--- config.mk ---
export PLATFORM = sky130hd
export DESIGN_NAME = wb_mtimer
export DESIGN_NICKNAME = d
export VERILOG_FILES = /design/src/rtl/wb_mtimer_pkg.sv /design/src/rtl/mtimer_prescaler.sv /design/src/rtl/wb_mtimer.sv
export SDC_FILE = /design/constraint.sdc
export NUM_CORES = 1
export LEC_CHECK = 0
export CAP_MARGIN = 20
export CORE_ASPECT_RATIO = 1.75
export CORE_UTILIZATION = 65
export CTS_CLUSTER_DIAMETER = 150
export DETAILED_ROUTE_END_ITERATION = 10
export GPL_TIMING_DRIVEN = 1
export PLACE_DENSITY_LB_ADDON = 0.3
export SYNTH_ARGS = -nofsm -noshare
export SYNTH_HDL_FRONTEND = slang
export SYNTH_HIERARCHICAL = 1
export SYNTH_SLANG_ARGS = --single-unit
--- constraint.sdc ---
create_clock -name wb_clk_i -period 13.3 [get_ports wb_clk_i]
set_input_delay 1.995 -clock wb_clk_i [delete_from_list [all_inputs] [get_ports wb_clk_i]]
set_output_delay 1.995 -clock wb_clk_i [all_outputs]
set_load 0.01 [all_outputs]
--- src/rtl/wb_mtimer_pkg.sv ---
// Shared bus constants, register offsets and CTRL field positions for the machine timer.
// Also holds the byte-lane merge helper used by every writable register.
package wb_mtimer_pkg;

  // Bus geometry
  localparam int unsigned WbAdrW = 5;
  localparam int unsigned WbDatW = 32;
  localparam int unsigned WbSelW = WbDatW / 8;

  // Register byte offsets
  localparam logic [WbAdrW-1:0] MtimeLoOff    = 5'h00;
  localparam logic [WbAdrW-1:0] MtimeHiOff    = 5'h04;
  localparam logic [WbAdrW-1:0] MtimecmpLoOff = 5'h08;
  localparam logic [WbAdrW-1:0] MtimecmpHiOff = 5'h0C;
  localparam logic [WbAdrW-1:0] CtrlOff       = 5'h10;
  localparam logic [WbAdrW-1:0] MsipOff       = 5'h14;

  // CTRL field positions
  localparam int unsigned CtrlEnBit  = 0;
  localparam int unsigned CtrlDivLsb = 16;
  localparam int unsigned DivW       = 16;

  // Replace only the bytes whose lane enable is set.
  function automatic logic [WbDatW-1:0] merge_bytes(input logic [WbDatW-1:0] old_val,
                                                    input logic [WbDatW-1:0] new_val,
                                                    input logic [WbSelW-1:0] sel);
    logic [WbDatW-1:0] res;
    res = old_val;
    for (int b = 0; b < int'(WbSelW); b++) begin
      if (sel[b]) begin
        res[8*b +: 8] = new_val[8*b +: 8];
      end
    end
    return res;
  endfunction

endpackage

--- src/rtl/mtimer_prescaler.sv ---
// Tick generator: counts 0..div and pulses tick on the wrap cycle while enabled.
// A disabled prescaler holds its count at zero so a re-enable starts a full period.
module mtimer_prescaler
  import wb_mtimer_pkg::*;
(
  input  logic            clk_i,
  input  logic            rst_i,
  input  logic            en_i,
  input  logic [DivW-1:0] div_i,
  input  logic            clr_i,
  output logic            tick_o
);

  logic [DivW-1:0] pc_q;
  logic [DivW-1:0] pc_d;

  always_comb begin
    tick_o = en_i && (pc_q == div_i);
    pc_d   = pc_q + {{(DivW-1){1'b0}}, 1'b1};
    if (clr_i || !en_i || tick_o) begin
      pc_d = '0;
    end
  end

  always_ff @(posedge clk_i) begin
    if (rst_i) begin
      pc_q <= '0;
    end else begin
      pc_q <= pc_d;
    end
  end

endmodule

--- src/rtl/wb_mtimer.sv ---
// Wishbone machine timer: 64-bit mtime/mtimecmp, prescaled counting, timer and software
// interrupts. Single-cycle registered ack, no wait states.
module wb_mtimer
  import wb_mtimer_pkg::*;
#(
  parameter logic [15:0] DIV_RST = 16'd0,
  parameter logic        EN_RST  = 1'b1
) (
  input  logic              wb_clk_i,
  input  logic              wb_rst_i,
  input  logic [WbAdrW-1:0] wb_adr_i,
  input  logic [WbDatW-1:0] wb_dat_i,
  output logic [WbDatW-1:0] wb_dat_o,
  input  logic [WbSelW-1:0] wb_sel_i,
  input  logic              wb_we_i,
  input  logic              wb_stb_i,
  input  logic              wb_cyc_i,
  output logic              wb_ack_o,
  output logic              timer_int_o,
  output logic              soft_int_o
);

  logic [63:0]       mtime_q, mtime_d;
  logic [63:0]       mtimecmp_q, mtimecmp_d;
  logic              en_q, en_d;
  logic [DivW-1:0]   div_q, div_d;
  logic              msip_q, msip_d;
  logic              ack_q, ack_d;
  logic [WbDatW-1:0] dat_q, dat_d;
  logic              timer_q, timer_d;

  logic              req;
  logic              wr;
  logic              tick;
  logic              pc_clr;
  logic [WbAdrW-1:0] reg_off;
  logic [WbDatW-1:0] ctrl_val;
  logic [WbDatW-1:0] rdata;
  logic              unused_adr;

  // Byte offset within a word is irrelevant; only whole registers are decoded.
  assign unused_adr = ^wb_adr_i[1:0];
  assign reg_off    = {wb_adr_i[4:2], 2'b00};

  // A request is taken only while no ack is outstanding, giving ack on alternate cycles.
  assign req = wb_cyc_i & wb_stb_i & ~ack_q;
  assign wr  = req & wb_we_i;

  always_comb begin
    ctrl_val                        = '0;
    ctrl_val[CtrlEnBit]             = en_q;
    ctrl_val[CtrlDivLsb +: DivW]    = div_q;
  end

  always_comb begin
    rdata = '0;
    case (reg_off)
      MtimeLoOff:    rdata = mtime_q[31:0];
      MtimeHiOff:    rdata = mtime_q[63:32];
      MtimecmpLoOff: rdata = mtimecmp_q[31:0];
      MtimecmpHiOff: rdata = mtimecmp_q[63:32];
      CtrlOff:       rdata = ctrl_val;
      MsipOff:       rdata = {{(WbDatW-1){1'b0}}, msip_q};
      default:       rdata = '0;
    endcase
  end

  always_comb begin
    mtime_d    = mtime_q;
    mtimecmp_d = mtimecmp_q;
    en_d       = en_q;
    div_d      = div_q;
    msip_d     = msip_q;

    if (tick) begin
      mtime_d = mtime_q + 64'd1;
    end

    // A bus write to either mtime half overrides the increment for the whole counter.
    if (wr) begin
      case (reg_off)
        MtimeLoOff: begin
          mtime_d = {mtime_q[63:32], merge_bytes(mtime_q[31:0], wb_dat_i, wb_sel_i)};
        end
        MtimeHiOff: begin
          mtime_d = {merge_bytes(mtime_q[63:32], wb_dat_i, wb_sel_i), mtime_q[31:0]};
        end
        MtimecmpLoOff: begin
          mtimecmp_d[31:0] = merge_bytes(mtimecmp_q[31:0], wb_dat_i, wb_sel_i);
        end
        MtimecmpHiOff: begin
          mtimecmp_d[63:32] = merge_bytes(mtimecmp_q[63:32], wb_dat_i, wb_sel_i);
        end
        CtrlOff: begin
          if (wb_sel_i[CtrlEnBit / 8]) begin
            en_d = wb_dat_i[CtrlEnBit];
          end
          if (wb_sel_i[CtrlDivLsb / 8]) begin
            div_d[7:0] = wb_dat_i[CtrlDivLsb +: 8];
          end
          if (wb_sel_i[CtrlDivLsb / 8 + 1]) begin
            div_d[15:8] = wb_dat_i[CtrlDivLsb + 8 +: 8];
          end
        end
        MsipOff: begin
          if (wb_sel_i[0]) begin
            msip_d = wb_dat_i[0];
          end
        end
        default: ;
      endcase
    end

    pc_clr  = (div_d != div_q);
    ack_d   = req;
    dat_d   = (req && !wb_we_i) ? rdata : '0;
    timer_d = (mtime_d >= mtimecmp_d);
  end

  always_ff @(posedge wb_clk_i) begin
    if (wb_rst_i) begin
      mtime_q    <= '0;
      mtimecmp_q <= '1;
      en_q       <= EN_RST;
      div_q      <= DIV_RST;
      msip_q     <= 1'b0;
      ack_q      <= 1'b0;
      dat_q      <= '0;
      timer_q    <= 1'b0;
    end else begin
      mtime_q    <= mtime_d;
      mtimecmp_q <= mtimecmp_d;
      en_q       <= en_d;
      div_q      <= div_d;
      msip_q     <= msip_d;
      ack_q      <= ack_d;
      dat_q      <= dat_d;
      timer_q    <= timer_d;
    end
  end

  mtimer_prescaler u_prescaler (
    .clk_i  (wb_clk_i),
    .rst_i  (wb_rst_i),
    .en_i   (en_q),
    .div_i  (div_q),
    .clr_i  (pc_clr),
    .tick_o (tick)
  );

  assign wb_ack_o    = ack_q;
  assign wb_dat_o    = dat_q;
  assign timer_int_o = timer_q;
  assign soft_int_o  = msip_q;

endmodule
==> reports/metrics.yaml, run 1 <==
synthMuxAreaShare: 0.08672
vias: 12200
crit_required_ns: 13.62
fin_nets: 1578
leakage_nw: 5.594
max_freq_mhz: 143.9
syn2layout_area_growth_pct: 12.70
peakVddDrop_mv: 0.07878
grt_max_degree: 97
cts_setup_buffers: 0
portBuffers: 78
clockBufferDepth: 2
critPathCapture: "timer_int_o"
synth_compound_area_frac: 0.1807
antenna_found_initial: 1
netlist_instances: 1428
synth_top_cell_by_area: "dfxtp_1"
synthTopCellsByCount: "dfxtp_1, nand2_1, nor2_1"
synth.most_common_cell: "dfxtp_1"
num_io_pins: 81
grt_pass1_wl_um: 64190
cts_sinks: 196
synthSimpleGateAreaFrac: 0.2598
clk_pin_slew_ns: 0.07
hpwl_um: 29680
outcome: "finished clean"
drc_errors: 0
grtUsageTotal: 0.4460
via_per_inst: 7.124
die_height_um: 180.7
worstMarginPinSlew_ns: 1.289
ys_seq_area_frac: 0.3308
place.gp.congestion: 1.035
fin_util: 0.7437
drive_gt1_frac: 0.06626
n_antenna_cell: 0
fin_skew_ns: 0.009840
chipWidth_um: 104.1
grt.overflow.total: 0
ys.flop_type: "dfxtp_1"
cts_tree: "done"
post-route-period-util: 0.5223
rr_worst_depth: 18
worstSetupPathType: "input port to register"
finalMaxSlewViolations: 0
multi_input_area_um2: 7562
rows: 65
h-tree-depth: 4
wl_um: 41640
yosys.area.top_type_share: 0.3308
finalHoldViolCount: 0
dieArea_um2: 18810
syn_area_um2: 11860
post_cts_resized: 0
cts-root-buf: "clkbuf_16"
path_max_fanout: 63
synth_xor_area_frac: 0.03840
cts_buffers: 17
start_kind: "input port"
initial_core_util: 0.6599
end_kind: "register"
drtAntennaViolNets: 0
r2r-end: "timer_int_o"
min_path_type: "register to register"
whs_ns: 0.4881
coreArea_um2: 17970
avgSynthCellArea_um2: 8.305
synth_edf_count: 0
wl_per_cell_um: 24.31
reg2reg_setup_slack_ns: 7.40
r2r_start: "div_q[10]"
finalSetupViolCount: 0
synth_adder_area_share: 0.06963
cap_viol_max_count: 0
grt_pass1_vias: 12040
regArea_um2: 3924
yosysWarnings: 6
finalCriticalPeriod_ns: 6.947
synthTopCellsByArea: "dfxtp_1, mux2i_1, ha_1"
synth_cell_type_count: 70
drtIter0Drc: 1329
firstDrtPassIters: 6
synth_top_family_by_area: "simple AND/OR/NAND/NOR gates"
syn-num-nets: 1540
max_slew_margin: 0.1405
clkLatencyLatePin_ns: 0.46
cts_hold_buf: 0
ys_ff_latch: 196
fill_cells: 1383
critPathLaunch: "wb_adr_i[4]"
rsz0062_at_grt: "no"
async_flop_share: 0
cp.arrival_ns: 7.27
finalSetupTns_ns: 0
power_density_nw_per_um2: 94.22
## cell usage in the layout (no fill, tap or decap), types with 36 or more instances in the layout
cell,Yosys,layout
a21oi_1,90,90
a22oi_1,54,54
and2_1,36,36
clkdlybuf4s50_1,0,77
dfxtp_1,196,196
ha_1,66,66
mux2i_1,87,87
nand2_1,169,168
nand3_1,74,74
nand4_1,40,40
nor2_1,129,127
nor3_1,49,48
o21ai_0,37,37
## cell families after synthesis
family          Yosys count
simple gates            604
compound gates          313
flops                   196
mux                     101
buf+inv                  96
fa+ha+maj                66
xor+xnor                 52
## state kept, by name, indices dropped and copies added, names as in the netlist
register          cells
wb_ack_o              1
u_prescaler/pc_q     16
timer_int_o           1
en_q                  1
wb_dat_o             32
mtimecmp_q           64
mtime_q              64
soft_int_o            1
div_q                16
## layer usage
metal	global-route usage	share of wire	vias to the layer above
met4	0.4343	0.11	2
li1	-	-	5399
met5	0	0.00022	-
met3	0.1003	0.092	310
met1	0.4518	0.32	5664
met2	0.7453	0.48	828
## critical path, cell delays in order
cell,delay (ns)
clkdlybuf4s50_1,0.40
buf_4,0.27
nor2_1,0.68
nand2_2,0.28
buf_4,0.43
and4_1,0.32
a211oi_1,0.34
ha_1,0.30
and2_0,0.15
a221o_1,0.39
a221oi_1,1.08
o21ai_0,0.22
o211ai_1,0.23
nand3_1,0.11
## layout make-up
type,count,share of cell area
multi-input cells,1136,0.5658
inverters,19,0.005336
repair buffers,96,0.06815
flip-flops and latches,196,0.2935
clock inverters,14,0.01245
clock buffers,18,0.03286
well taps,234,0.02190
## how the worst min path moves through the flow
| stage | start | to | slack (ns) | depth (start not counted) |
|---|---|---|---|---|
| 6_report | wb_ack_o | wb_ack_o | 0.49 | 1 |
| 3_3_place_gp | wb_ack_o | wb_ack_o | 0.47 | 1 |
| 4_1_cts | wb_ack_o | wb_ack_o | 0.49 | 1 |
| 3_5_place_dp | u_prescaler/pc_q[0] | u_prescaler/pc_q[0] | 0.48 | 1 |
| 2_1_floorplan | u_prescaler/pc_q[0] | u_prescaler/pc_q[0] | 0.45 | 1 |
| 5_1_grt | u_prescaler/pc_q[0] | u_prescaler/pc_q[0] | 0.52 | 1 |
## power breakdown
part | switching [mW] | total [mW] | internal [mW]
sequential | 0.00980 | 0.603 | 0.593
combinational | 0.0749 | 0.118 | 0.0430
clock | 0.251 | 0.539 | 0.288
## through the flow
stage / cell area, µm² / power (mW) / worst slack, ns / instances
floorplan: 11860 / 0.6772 / 8.469 / 1428
global placement: 12760 / 0.7243 / 6.610 / 1681
detailed placement: 12760 / 0.7271 / 6.598 / 1681
CTS: 13370 / 1.254 / 7.022 / 1713
global route: 13370 / 1.292 / 6.346 / 1713
finish: 13370 / 1.259 / 6.353 / 1713
Note: power is estimated with default switching activity, not from simulation.
==> run 2, diff against run 1 <==
Settings changed: CORE_UTILIZATION 65 to 54.
Clock period 13.3 ns to 5.7 ns, I/O delays scaled along.
==> run 2 against run 1 <==
Effect of this change:
- die area increased by 20%
- clock power increased by 110%
- largest cell class unchanged
- non-clock buffer count increased by 22
- critical path depth increased by 5
- global-route usage decreased by 6.4 points
==> reports/metrics.yaml, run 2 (synthesis gave the netlist of run 1 again) <==
drive_gt1_frac: 0.07872  # was 0.06626
drc_errors: 0  # unchanged
clkLatencyLatePin_ns: 0.47  # was 0.46 ns
syn2layout_area_growth_pct: 14.40  # was 12.70%
num_io_pins: 81  # unchanged
hp-start: "u_prescaler/pc_q[0]"  # was wb_ack_o
peakVddDrop_mv: 0.1962  # was 0.07878 mV
end_kind: "register"  # unchanged
finalCriticalPeriod_ns: 5.074
die_height_um: 198.1  # was 180.7 µm
initial_core_util: 0.5517  # was 0.6599
final_cells: 1791  # was 1713
wl_per_cell_um: 23.54  # was 24.31 µm
place.gp.congestion: 1.035  # about the same
power_density_nw_per_um2: 208.9  # was 94.22 nW/µm²
min_path_type: "register to register"  # unchanged
cts_buffers: 17  # unchanged
finalHoldViolCount: 0  # unchanged
fin_skew_ns: 0.01359  # was 0.009840 ns
rr_worst_depth: 19  # was 18
cts_setup_buffers: 0  # unchanged
grt_max_degree: 62  # was 97
start_kind: "register"  # was input port
hold_path_end: "u_prescaler/pc_q[0]"  # was wb_ack_o
finalSetupTns_ns: 0  # unchanged
antenna_found_initial: 0  # was 1
rows: 71  # was 65
grt_pass1_wl_um: 64140  # was 64190 µm
grtUsageTotal: 0.3815  # was 0.4460
cts-root-buf: "clkbuf_16"  # unchanged
holdPathStages: 1  # unchanged
n_antenna_cell: 0  # unchanged
grt.overflow.total: 0  # unchanged
cap_viol_max_count: 0  # unchanged
rsz0062_at_grt: "no"  # unchanged
layout_common_cells: "dfxtp_1, nand2_1, nor2_1"  # unchanged
cts_hold_buf: 0  # unchanged
worstMarginPinSlew_ns: 1.028  # was 1.289 ns
post_cts_resized: 0  # unchanged
dieArea_um2: 22580  # was 18810 µm²
max_slew_margin: 0.3147  # was 0.1405
reg2reg_setup_slack_ns: 0.63  # was 7.40 ns
coreArea_um2: 21500  # was 17970 µm²
clockBufferDepth: 2  # unchanged
vias: 11840  # was 12200
drtAntennaViolNets: 0  # unchanged
cp.arrival_ns: 5.42  # was 7.27 ns
leakage_nw: 5.675  # was 5.594 nW
wl_um: 42170  # was 41640 µm
r2r_start: "div_q[10]"  # unchanged
clk_pin_slew_ns: 0.07  # about the same
crit_required_ns: 6.04  # was 13.62 ns
via_per_inst: 6.612  # was 7.124
finalSetupViolCount: 0  # unchanged
max_freq_mhz: 197.1
drtIter0Drc: 839  # was 1329
fin_nets: 1600  # was 1578
cts_sinks: 196  # unchanged
cts_tree: "done"  # unchanged
h-tree-depth: 4  # unchanged
chipWidth_um: 114.0  # was 104.1 µm
outcome: "finished clean"  # unchanged
finalMaxSlewViolations: 0  # unchanged
hpwl_um: 32120  # was 29680 µm
final_common_cell: "dfxtp_1"  # unchanged
worstSetupPathType: "register to register"  # was input port to register
dp.cells: 1761  # was 1681
grt_pass1_vias: 11480  # was 12040
portBuffers: 78  # unchanged
r2r-end: "timer_int_o"  # unchanged
firstDrtPassIters: 5  # was 6
post-route-period-util: 0.8902
path_max_fanout: 12  # was 63
run 2: cell types whose count changed in the layout (fill, tap and decap cells not counted), moves of 2 or more:
cell      before  now
buf_12         0    3
buf_4         18   37
clkinv_2       0    5
clkinv_4       3    1
inv_6          4    2
inv_8          2    0
run 2: power breakdown:
part	internal (mW)	total [mW]	switching, mW
logic	0.104	0.278	0.174
registers	1.38	1.41	0.0223
clock network	0.594	1.15	0.556
total	2.08	2.83	0.752
run 2: how the worst max path moves through the flow:
stage                         start     endpoint  slack (ns)  cells past startpoint
3_3_place_gp              div_q[10]  timer_int_o        0.79                     19
6_report                  div_q[10]  timer_int_o        0.63                     19
2_1_floorplan  u_prescaler/pc_q[10]  timer_int_o        1.39                     19
5_1_grt                   div_q[10]  timer_int_o        0.32                     18
4_1_cts                   div_q[10]  timer_int_o        0.68                     19
3_5_place_dp              div_q[10]  timer_int_o        0.75                     19
run 2: critical path, stage by stage (launching register included):
cell      delay (ns)
dfxtp_1         0.44
xor2_1          0.16
nor4_1          0.29
nand2_1         0.15
nor4_1          0.32
buf_4           0.23
nand4_1         0.23
nor4_2          0.44
buf_12          0.19
nand4_1         0.20
nor3_1          0.26
nor3_1          0.08
a211oi_1        0.51
ha_1            0.36
a21oi_1         0.12
o21ai_0         0.09
a221oi_1        0.39
o21ai_0         0.15
a22oi_1         0.21
nand3_1         0.10
run 2: cell type report:
class / instances / area (µm²)
Fill cell: 1969 / 7930
Multi-Input combinational cell: 1136 / 7557
Sequential cell: 196 / 3924
Timing Repair Buffer: 118 / 1114
Clock buffer: 17 / 425.4
Tap cell: 292 / 365.4
Clock inverter: 13 / 111.4
Inverter: 19 / 71.32
run 2: layer usage:
metal	track usage	vias to the layer above	wire [µm]
li1	-	5425	-
met1	0.3841	5584	14470
met3	0.06918	217	2690
met2	0.6543	616	20700
met5	0	-	0
met4	0.3612	0	4301
run 2: stage by stage:
step,power (mW),setup WS [ns],hold WS [ns],utilization,instance area (µm²)
6_report,2.834,0.6258,0.4914,0.6311,13570
5_1_grt,2.911,0.3237,0.5243,0.6311,13570
4_1_cts,2.827,0.6780,0.4992,0.6311,13570
3_5_place_dp,1.707,0.7503,0.4818,0.6062,13030
3_3_place_gp,1.703,0.7942,0.4648,0.6062,13030
2_1_floorplan,1.580,1.394,0.4509,-,11860
==> run 3, diff against run 2 <==
--- a/constraint.sdc
+++ b/constraint.sdc
@@ -3,2 +3,2 @@
 set_output_delay 0.855 -clock wb_clk_i [all_outputs]
-set_load 0.01 [all_outputs]
+set_load 0.02 [all_outputs]
==> results of run 3 <==
Same layout as run 2 (identical final DEF). Status: finished clean.
Main changes from that run: total power 2.834 mW -> 2.836 mW
